--- src/rtl/arb_pkg.sv ---
// arb_pkg: shared widths, FSM state type and one-hot to index helper for the round-robin arbiter
package arb_pkg;
    localparam int N_REQ = 8;
    localparam int ID_W  = 3;
    localparam int CNT_W = 8;

    typedef enum logic {IDLE, OWNED} state_t;

    function automatic logic [ID_W-1:0] oh2id(input logic [N_REQ-1:0] oh);
        oh2id = '0;
        for (int i = 0; i < N_REQ; i++)
            if (oh[i]) oh2id = oh2id | ID_W'(i);
    endfunction
endpackage

--- src/rtl/rr_pick.sv ---
// rr_pick: combinational round-robin picker
//   req  : request vector
//   ptr  : highest-priority index; scan runs upward from here, wrapping 7->0
//   pick : one-hot winner (zero when no request)
//   any  : at least one request present
module rr_pick
    import arb_pkg::*;
(
    input  logic [N_REQ-1:0] req,
    input  logic [ID_W-1:0]  ptr,
    output logic [N_REQ-1:0] pick,
    output logic             any
);
    always_comb begin
        pick = '0;
        for (int i = 0; i < N_REQ; i++) begin
            logic [ID_W-1:0] idx;
            idx = ptr + ID_W'(i);
            if (req[idx] && pick == '0) pick[idx] = 1'b1;
        end
    end

    assign any = |req;
endmodule

--- src/rtl/rr_arbiter.sv ---
// rr_arbiter: 8-way round-robin arbiter with ownership hold and optional hold-time limit
//   clk, rst     : clock, asynchronous active-high reset
//   req          : request vector, held high by a requester until done
//   grant        : registered one-hot grant, zero when idle
//   grant_valid  : registered, high iff grant non-zero
//   grant_id     : registered binary index of the granted bit, zero when idle
module rr_arbiter
    import arb_pkg::*;
#(
    parameter int MAX_HOLD = 16
) (
    input  logic             clk,
    input  logic             rst,
    input  logic [N_REQ-1:0] req,
    output logic [N_REQ-1:0] grant,
    output logic             grant_valid,
    output logic [ID_W-1:0]  grant_id
);
    localparam logic [CNT_W-1:0] LIM = CNT_W'(MAX_HOLD - 1);

    state_t             state, state_n;
    logic [N_REQ-1:0]   grant_n, pick;
    logic [ID_W-1:0]    ptr, ptr_n, pick_ptr;
    logic [CNT_W-1:0]   hold_cnt, hold_n;
    logic               any, timeout, rel;

    assign timeout  = (MAX_HOLD != 0) && (hold_cnt == LIM);
    assign rel      = (state == OWNED) && (!req[grant_id] || timeout);
    // On release the scan starts just past the owner, so an evicted owner
    // that still requests ranks last and is re-granted only if alone.
    assign pick_ptr = (state == OWNED) ? grant_id + ID_W'(1) : ptr;

    rr_pick u_pick (
        .req  (req),
        .ptr  (pick_ptr),
        .pick (pick),
        .any  (any)
    );

    always_comb begin
        state_n = state;
        grant_n = grant;
        ptr_n   = ptr;
        hold_n  = (hold_cnt == '1) ? hold_cnt : hold_cnt + CNT_W'(1);
        if (state == IDLE || rel) begin
            if (rel) ptr_n = pick_ptr;
            state_n = any ? OWNED : IDLE;
            grant_n = pick;
            hold_n  = '0;
        end
    end

    always_ff @(posedge clk or posedge rst) begin
        if (rst) begin
            state       <= IDLE;
            grant       <= '0;
            grant_valid <= 1'b0;
            grant_id    <= '0;
            ptr         <= '0;
            hold_cnt    <= '0;
        end else begin
            state       <= state_n;
            grant       <= grant_n;
            grant_valid <= |grant_n;
            grant_id    <= oh2id(grant_n);
            ptr         <= ptr_n;
            hold_cnt    <= hold_n;
        end
    end
endmodule

--- config.mk ---
export PLATFORM = sky130hd
export DESIGN_NAME = rr_arbiter
export DESIGN_NICKNAME = d
export VERILOG_FILES = /design/src/rtl/arb_pkg.sv /design/src/rtl/rr_pick.sv /design/src/rtl/rr_arbiter.sv
export SDC_FILE = /design/constraint.sdc
export NUM_CORES = 1
export LEC_CHECK = 0
export CORE_UTILIZATION = 53
export CTS_CLUSTER_SIZE = 28
export DETAILED_ROUTE_END_ITERATION = 8
export DONT_BUFFER_PORTS = 1
export PLACE_DENSITY_LB_ADDON = 0.08
export SLEW_MARGIN = 40
export SYNTH_ARGS = -nofsm -noshare
export SYNTH_HDL_FRONTEND = slang
export SYNTH_SLANG_ARGS = --single-unit
--- constraint.sdc ---
create_clock -name clk -period 8.85 [get_ports clk]
set_input_delay 0.885 -clock clk [delete_from_list [all_inputs] [get_ports clk]]
set_output_delay 0.885 -clock clk [all_outputs]
set_load 0.01 [all_outputs]
==> results of run 1 <==
## state kept, by name (all words and copies together) (netlist names)
name / flops
grant_valid: 1
state: 1
grant: 8
hold_cnt: 8
grant_id: 3
ptr: 3
## per-stage QoR
| stage | std cells | area, µm² | util |
|---|---|---|---|
| after global placement | 461 | 3230 | 0.546 |
| after CTS | 465 | 3300 | 0.558 |
| after global routing | 465 | 3310 | 0.559 |
| after detailed placement | 461 | 3230 | 0.546 |
| final | 465 | 3310 | 0.559 |
| after floorplan | 405 | 3250 | - |
## cells by family (layout without fill, tap and decap cells)
family / count (synthesis) / after routing / share of synthesized area
mux: 12 / 12 / 0.0550
simple gates: 190 / 190 / 0.316
buf+inv: 29 / 14 / 0.0492
xor+xnor: 7 / 7 / 0.0235
fa+ha+maj: 4 / 4 / 0.0154
flops: 24 / 24 / 0.185
compound gates: 139 / 139 / 0.357
## final cells by class
cell class | instances | area (µm²) | share of cell area
Multi-Input combinational cell | 352 | 2500 | 0.755
Tap cell | 75 | 93.8 | 0.0284
Inverter | 8 | 30.0 | 0.00908
Clock buffer | 3 | 41.3 | 0.0125
Clock inverter | 1 | 30.0 | 0.00908
Sequential cell | 24 | 602 | 0.182
Timing Repair Buffer | 2 | 15.0 | 0.00454
## worst min path at each step
stage | start | to | slack [ns]
6_report | rst | grant[4]$_DFF_PP0_ | 0.51
5_1_grt | rst | grant[4]$_DFF_PP0_ | 0.55
4_1_cts | rst | grant[4]$_DFF_PP0_ | 0.52
3_5_place_dp | hold_cnt[1]$_DFFE_PP0P_ | hold_cnt[1]$_DFFE_PP0P_ | 0.55
3_3_place_gp | hold_cnt[1]$_DFFE_PP0P_ | hold_cnt[1]$_DFFE_PP0P_ | 0.53
2_1_floorplan | ptr[2]$_DFFE_PP0P_ | ptr[2]$_DFFE_PP0P_ | 0.47
## synthesized netlist by cell type (all sizes together) (4+ instances only)
cell	instances
xnor2	4
a2111oi	6
o211ai	9
nand2	45
nor2	47
inv	8
nand3	24
ha	4
a21oi	11
a211oi	9
nand2b	7
or2	5
buf	15
and3	7
dfrtp	24
a21o	8
o22ai	4
a31oi	11
a22oi	6
mux2	4
clkbuf	6
mux2i	5
a22o	4
o21ai	25
nor3	11
and2	8
nand4	9
nor4	8
o21a	4
## per-layer routing
metal / up-vias / part of all wire / global-route usage
li1: 1560 / - / -
met1: 1641 / 0.42 / 0.444
met2: 227 / 0.45 / 0.523
met3: 45 / 0.096 / 0.0818
met4: 0 / 0.038 / 0.141
met5: - / 0 / 0
==> impl_metrics.ini, run 1 <==
[global_routing]
grt_pass1_vias = 3181
track_usage = 0.337
grt_pass1_wl_um = 16300
grt_overflow = 0
grt_max_degree = 28
grt_antenna_before_repair = 0

[die]
initial_utilization = 0.549
io_pins = 22
die_w_um = 80.3
row_count = 28
fp.dieArea_mm2 = 0.00645
core-area_mm2 = 0.00592
die_h_um = 80.3

[yosys]
synth_edf_count = 0
synth_top_area_cell = dfrtp_1
synth-main-ff-cell = dfrtp_1
ys_types = 95
synth_warnings = 0
syn_nets = 419
ys_ff_latch = 24
synthCells = 405
yosysSeqAreaShare = 0.185
synth.top_cell.area_share = 0.185
synth_area_per_cell_um2 = 8.03
synth_area_mm2 = 0.00325
synth.area.top_cells = dfrtp_1 (18%), nand2_1 (5.1%), nor2_1 (5.0%), nand3_1 (3.4%), o21ai_0 (3.4%)
synthArstFlopShare = 1.00

[cells_and_area]
n_fill_cell = 554
final_common_cell = nand2_1
area_delta_synth_final_pct = 1.73
nNetsFinal = 405
drive_gt1_frac = 0.151
num_antenna_cells = 0
layout_common_cells = nand2_1 (44), nor2_1 (43), dfrtp_1 (23)

[cts]
cts.sinks = 24
cts_tree = built
clock_path_buffers = 2
clkLatencyLatePin_ns = 0.27
holdBufCountCts = 0
cts_root_buffer = clkbuf_8
cts_setup_buffers = 0
cts_buffers = 3
cts.clk_slew.worst_paths_ns = 0.09
cts_resized = 0
htree_levels = 1

[timing]
fmax_mhz = 162
period_minus_slack_ns = 6.17
maxSlewHeadroom = 0.435
finalSetupTns_ns = 0
fin_hold_ws_ns = 0.512
tightestPinTransition_ns = 0.847
fin_ws_ns = 2.68
grt_setup_unrepaired = no
setup_viol = 0
fin_skew_ns = 0.00300
fin_crit_sh = 0.697
drv_slew = 0
hold_violations = 0

[worst_setup_path]
cp.depth = 17
crit_slowest_cell = nor4_1
arrival_ns = 6.31
r2r-end = grant_id[0]$_DFF_PP0_
critPathLaunchType = flop
worstSetupPathType = flop to flop
cp_max_fo = 27
required_ns = 8.99
crit_end = grant_id[0]$_DFF_PP0_
crit_buf_inv = 2
rr_startpoint = state$_DFFE_PP0N_
worstSetupStartpoint = state$_DFFE_PP0N_
cp-end-kind = flop
cpLargestDelayFamily = simple AND/OR/NAND/NOR gates
reg2reg_depth = 17
regToRegSetupSlack_ns = 2.68
crit_top_cell = inv_1
max_stage_delay_ns = 0.65
cp_cell_sequence = and2_1 > nor2_2 > inv_1 > ha_1 > inv_1 > nor3_2 > a2bb2oi_1 > a22oi_2 > o211ai_4 > a31oi_1 > o21ai_0 > nor4_1 > o211ai_2 > nor3b_2 > a2111o_2 > a211oi_2 > or4_1

[detailed_routing]
antenna_left = 0
dr.pass1.iters = 7
vias = 3473
wl_um = 10800
routedWlPerCell_um = 23.2
drcViolationCount = 1
via_per_inst = 7.47
drt_iter0_drc = 382

[placed_design]
pre_cts_ws_ns = 2.72
gp_congestion = 0.991
port_buffers = 0
dp_hpwl_um = 8170

[flow_run]
maxCapViolCount = 0

[status]
status = finished, violations left
violations = DRC

[worst_hold_path]
hold_class = primary input to asynchronous set/reset pin
Power of run 1 is left out: the tool's default activity adds up to more than one toggle a clock period on the data nets, which glitch-free logic cannot reach.
==> inputs of run 2 (changes only) <==
==> constraint.sdc (replaced) <==
create_clock -name clk -period 6.4 [get_ports clk]
set_input_delay 0.64 -clock clk [delete_from_list [all_inputs] [get_ports clk]]
set_output_delay 0.64 -clock clk [all_outputs]
set_load 0.01 [all_outputs]
==> impl_metrics.ini, run 2 (same netlist as run 1, synthesis figures left out) <==
[worst_setup_path]
crit_top_cell = nand2_1
critPathLaunchType = flop
max_stage_delay_ns = 0.66
worstSetupPathType = flop to flop
arrival_ns = 6.12
cp_cell_sequence = ha_1 > mux2i_4 > inv_2 > ha_1 > a211o_1 > nand2_1 > mux2_1 > a41oi_1 > nand2_1 > a2111oi_4 > nand2_1 > a31oi_2 > nor3b_2 > a2111oi_0 > o22a_1 > or4_1
crit_slowest_cell = dfrtp_1
cp-end-kind = flop
required_ns = 6.53
cp_max_fo = 14

[timing]
grt_setup_unrepaired = no
period_minus_slack_ns = 5.99
fmax_mhz = 167
fin_skew_ns = 0.00530
finalSetupTns_ns = 0
drv_slew = 0
tightestPinTransition_ns = 0.712
fin_crit_sh = 0.936
setup_viol = 0
maxSlewHeadroom = 0.525
fin_ws_ns = 0.409
hold_violations = 0

[global_routing]
grt_pass1_wl_um = 17500
grt_overflow = 0
grt_max_degree = 26
grt_pass1_vias = 3295
track_usage = 0.360
grt_antenna_before_repair = 0

[die]
row_count = 28
io_pins = 22
core-area_mm2 = 0.00592
die_w_um = 80.3
initial_utilization = 0.549
die_h_um = 80.3
fp.dieArea_mm2 = 0.00645

[cells_and_area]
area_delta_synth_final_pct = 2.85
n_fill_cell = 530
reg_top3 = grant x8, hold_cnt x8
nNetsFinal = 409
utilization = 0.565
layout_common_cells = nor2_1 (43), nand2_1 (43), dfrtp_1 (24)
num_antenna_cells = 0
drive_gt1_frac = 0.162

[placed_design]
dp_hpwl_um = 8760
port_buffers = 0
pre_cts_ws_ns = 0.589
gp_congestion = 1.02

[cts]
clkLatencyLatePin_ns = 0.27
holdBufCountCts = 0
clock_path_buffers = 2
cts_tree = built
cts.sinks = 24
cts_buffers = 3
cts_root_buffer = clkbuf_8
cts_resized = 0
cts_setup_buffers = 0
cts.clk_slew.worst_paths_ns = 0.09
htree_levels = 1

[worst_hold_path]
hold_class = primary input to asynchronous set/reset pin

[detailed_routing]
vias = 3585
antenna_left = 0
drcViolationCount = 1
via_per_inst = 7.64
drt_iter0_drc = 522
routedWlPerCell_um = 24.3
dr.pass1.iters = 7
wl_um = 11400

[status]
status = finished, violations left
violations = DRC

[flow_run]
maxCapViolCount = 0
[run 2: layout make-up]
type,count,area [µm²],share of cell area
Clock buffer,3,41.3,0.0123
Clock inverter,1,30.0,0.00898
Inverter,8,30.0,0.00898
Multi-Input combinational cell,352,2500,0.749
Sequential cell,24,601,0.180
Tap cell,75,93.8,0.0281
Timing Repair Buffer,6,45.0,0.0135
[run 2: path summary, 6_finish.rpt]
kind                                               from                       to  slack (ns)  cells past startpoint
min in group clk                                 req[5]        state$_DFFE_PP0N_        0.53                      2
max in group asynchronous                           rst       grant[5]$_DFF_PP0_        5.81                      1
worst max-delay path              grant_id[0]$_DFF_PP0_    grant_id[2]$_DFF_PP0_        0.41                     16
worst min-delay path                                rst  hold_cnt[7]$_DFFE_PP0P_        0.27                      1
worst min register to register  hold_cnt[0]$_DFFE_PP0P_  hold_cnt[0]$_DFFE_PP0P_        0.58                      2
worst max register to register    grant_id[0]$_DFF_PP0_    grant_id[2]$_DFF_PP0_        0.41                     16
[run 2: metrics by stage]
| step | hold slack, ns | instances | cell area, µm² |
|---|---|---|---|
| finish | 0.266 | 469 | 3340 |
| global route | 0.313 | 469 | 3340 |
| CTS | 0.283 | 469 | 3340 |
| detailed placement | 0.556 | 465 | 3270 |
| global placement | 0.526 | 465 | 3260 |
| floorplan | 0.473 | 405 | 3250 |
[run 2: per-layer routing]
metal / part of all wire / track usage / wire length (µm) / vias to the layer above
met5: 0 / 0 / 0 / -
met4: 0.059 / 0.188 / 675 / 0
met3: 0.099 / 0.0818 / 1130 / 64
met2: 0.44 / 0.561 / 4990 / 279
met1: 0.40 / 0.462 / 4620 / 1675
li1: - / - / - / 1567
[run 2: critical path: cells and delay by family, from the launching register on]
family,cells,cell delay [ns]
and+or+nand+nor,5,1.63
muxes,2,0.86
adders and majority gates,2,0.80
buffers and inverters,1,0.22
DFF,1,0.66
AOI/OAI and AO/OA,6,1.68
Power of run 2 is left out for the same reason.
==> inputs of run 3 (changes only) <==
--- a/config.mk
+++ b/config.mk
@@ -10,6 +10,7 @@
 export DETAILED_ROUTE_END_ITERATION = 8
 export DONT_BUFFER_PORTS = 1
 export PLACE_DENSITY_LB_ADDON = 0.08
+export REMOVE_ABC_BUFFERS = 1
 export SLEW_MARGIN = 40
 export SYNTH_ARGS = -nofsm -noshare
 export SYNTH_HDL_FRONTEND = slang
==> impl_metrics.ini, run 3 (same netlist as run 1, synthesis figures left out) <==
[status]
status = finished, violations left
violations = DRC

[worst_setup_path]
worstSetupStartpoint = grant_id[0]$_DFF_PP0_
critPathLaunchType = flop
required_ns = 6.54
cp-end-kind = flop
r2r-end = grant_id[2]$_DFF_PP0_
crit_end = grant_id[2]$_DFF_PP0_
reg2reg_depth = 16
regToRegSetupSlack_ns = 0.35
rr_startpoint = grant_id[0]$_DFF_PP0_
arrival_ns = 6.19
worstSetupPathType = flop to flop
cp_max_fo = 14

[cells_and_area]
layout_common_cells = nand2_1 (44), nor2_1 (43), dfrtp_1 (24)
reg_top3 = grant x8, hold_cnt x8
final_common_cell = nand2_1
nNetsFinal = 409
area_delta_synth_final_pct = 2.65
num_antenna_cells = 0
fin_cells = 469
n_fill_cell = 547
drive_gt1_frac = 0.157

[timing]
drv_slew = 0
maxSlewHeadroom = 0.453
grt_setup_unrepaired = no
period_minus_slack_ns = 6.05
fin_skew_ns = 0.00255
fin_crit_sh = 0.945
tightestPinTransition_ns = 0.821
fmax_mhz = 165
finalSetupTns_ns = 0
hold_violations = 0
setup_viol = 0
fin_hold_ws_ns = 0.277

[cts]
cts_tree = built
cts_resized = 0
cts_buffers = 3
cts.clk_slew.worst_paths_ns = 0.09
cts.sinks = 24
htree_levels = 1
cts_root_buffer = clkbuf_8
clkLatencyLatePin_ns = 0.26
holdBufCountCts = 0
cts_setup_buffers = 0
clock_path_buffers = 2

[die]
fp.dieArea_mm2 = 0.00645
row_count = 28
initial_utilization = 0.549
core-area_mm2 = 0.00592
io_pins = 22
die_w_um = 80.3
die_h_um = 80.3

[detailed_routing]
drt_iter0_drc = 398
drcViolationCount = 1
vias = 3564
via_per_inst = 7.60
routedWlPerCell_um = 23.8
wl_um = 11200
antenna_left = 0
dr.pass1.iters = 9

[global_routing]
track_usage = 0.349
grt_max_degree = 25
grt_antenna_before_repair = 0
grt_overflow = 0
grt_pass1_vias = 3270
grt_pass1_wl_um = 17200

[placed_design]
port_buffers = 0
dp_hpwl_um = 8570
dp.cells = 465
gp_congestion = 1.05

[worst_hold_path]
hold_class = primary input to asynchronous set/reset pin

[flow_run]
maxCapViolCount = 0
==> run 3: cell count changes in the layout (fill, tap and decap cells not counted) <==
cell,change
a21oi_1,+1
a21oi_2,-1
nand2_1,+1
nand2_2,-1
==> run 3: worst min-delay path by stage <==
stage,end,slack [ns],depth (start not counted)
4_1_cts,grant[1]$_DFF_PP0_,0.30,1
3_3_place_gp,ptr[2]$_DFFE_PP0P_,0.50,2
3_5_place_dp,ptr[2]$_DFFE_PP0P_,0.51,2
2_1_floorplan,ptr[2]$_DFFE_PP0P_,0.47,2
5_1_grt,grant[0]$_DFF_PP0_,0.32,1
6_report,grant[1]$_DFF_PP0_,0.28,1
==> run 3: metrics by stage <==
step                utilization  cell area, µm²  setup WS [ns]
detailed placement        0.551            3260          0.532
global placement          0.551            3260          0.530
finish                    0.564            3340          0.351
global route              0.564            3340         0.0386
CTS                       0.563            3330          0.499
floorplan                     -            3120           1.42
==> run 3: cell type report <==
| cell class | instances | area, µm² | area share |
|---|---|---|---|
| tap | 75 | 93.8 | 0.0281 |
| inverter | 8 | 30.0 | 0.00900 |
| timing repair buffer | 6 | 45.0 | 0.0135 |
| sequential | 24 | 601 | 0.180 |
| clock buffer | 3 | 41.3 | 0.0124 |
| multi-input combinational | 352 | 2500 | 0.748 |
| clock inverter | 1 | 30.0 | 0.00900 |
==> run 3: worst max-delay path, stage by stage, from the launching register on <==
cell       delay (ns)
dfrtp_1          0.65
ha_1             0.47
mux2i_4          0.53
inv_2            0.24
ha_1             0.35
o211a_1          0.24
nor2_4           0.34
nor3_1           0.11
nor3_1           0.48
nand2_1          0.23
a2111oi_4        0.42
nand2_1          0.24
a31oi_2          0.29
nor3b_2          0.36
a2111oi_0        0.19
o22a_1           0.23
or4_1            0.53
==> run 3: per-layer routing <==
metal | vias to the layer above | share of wire | GRT usage
li1 | 1563 | - | -
met1 | 1651 | 0.40 | 0.451
met2 | 287 | 0.44 | 0.557
met3 | 63 | 0.11 | 0.0727
met4 | 0 | 0.047 | 0.148
met5 | - | 0 | 0
Power of run 3 is left out for the same reason.
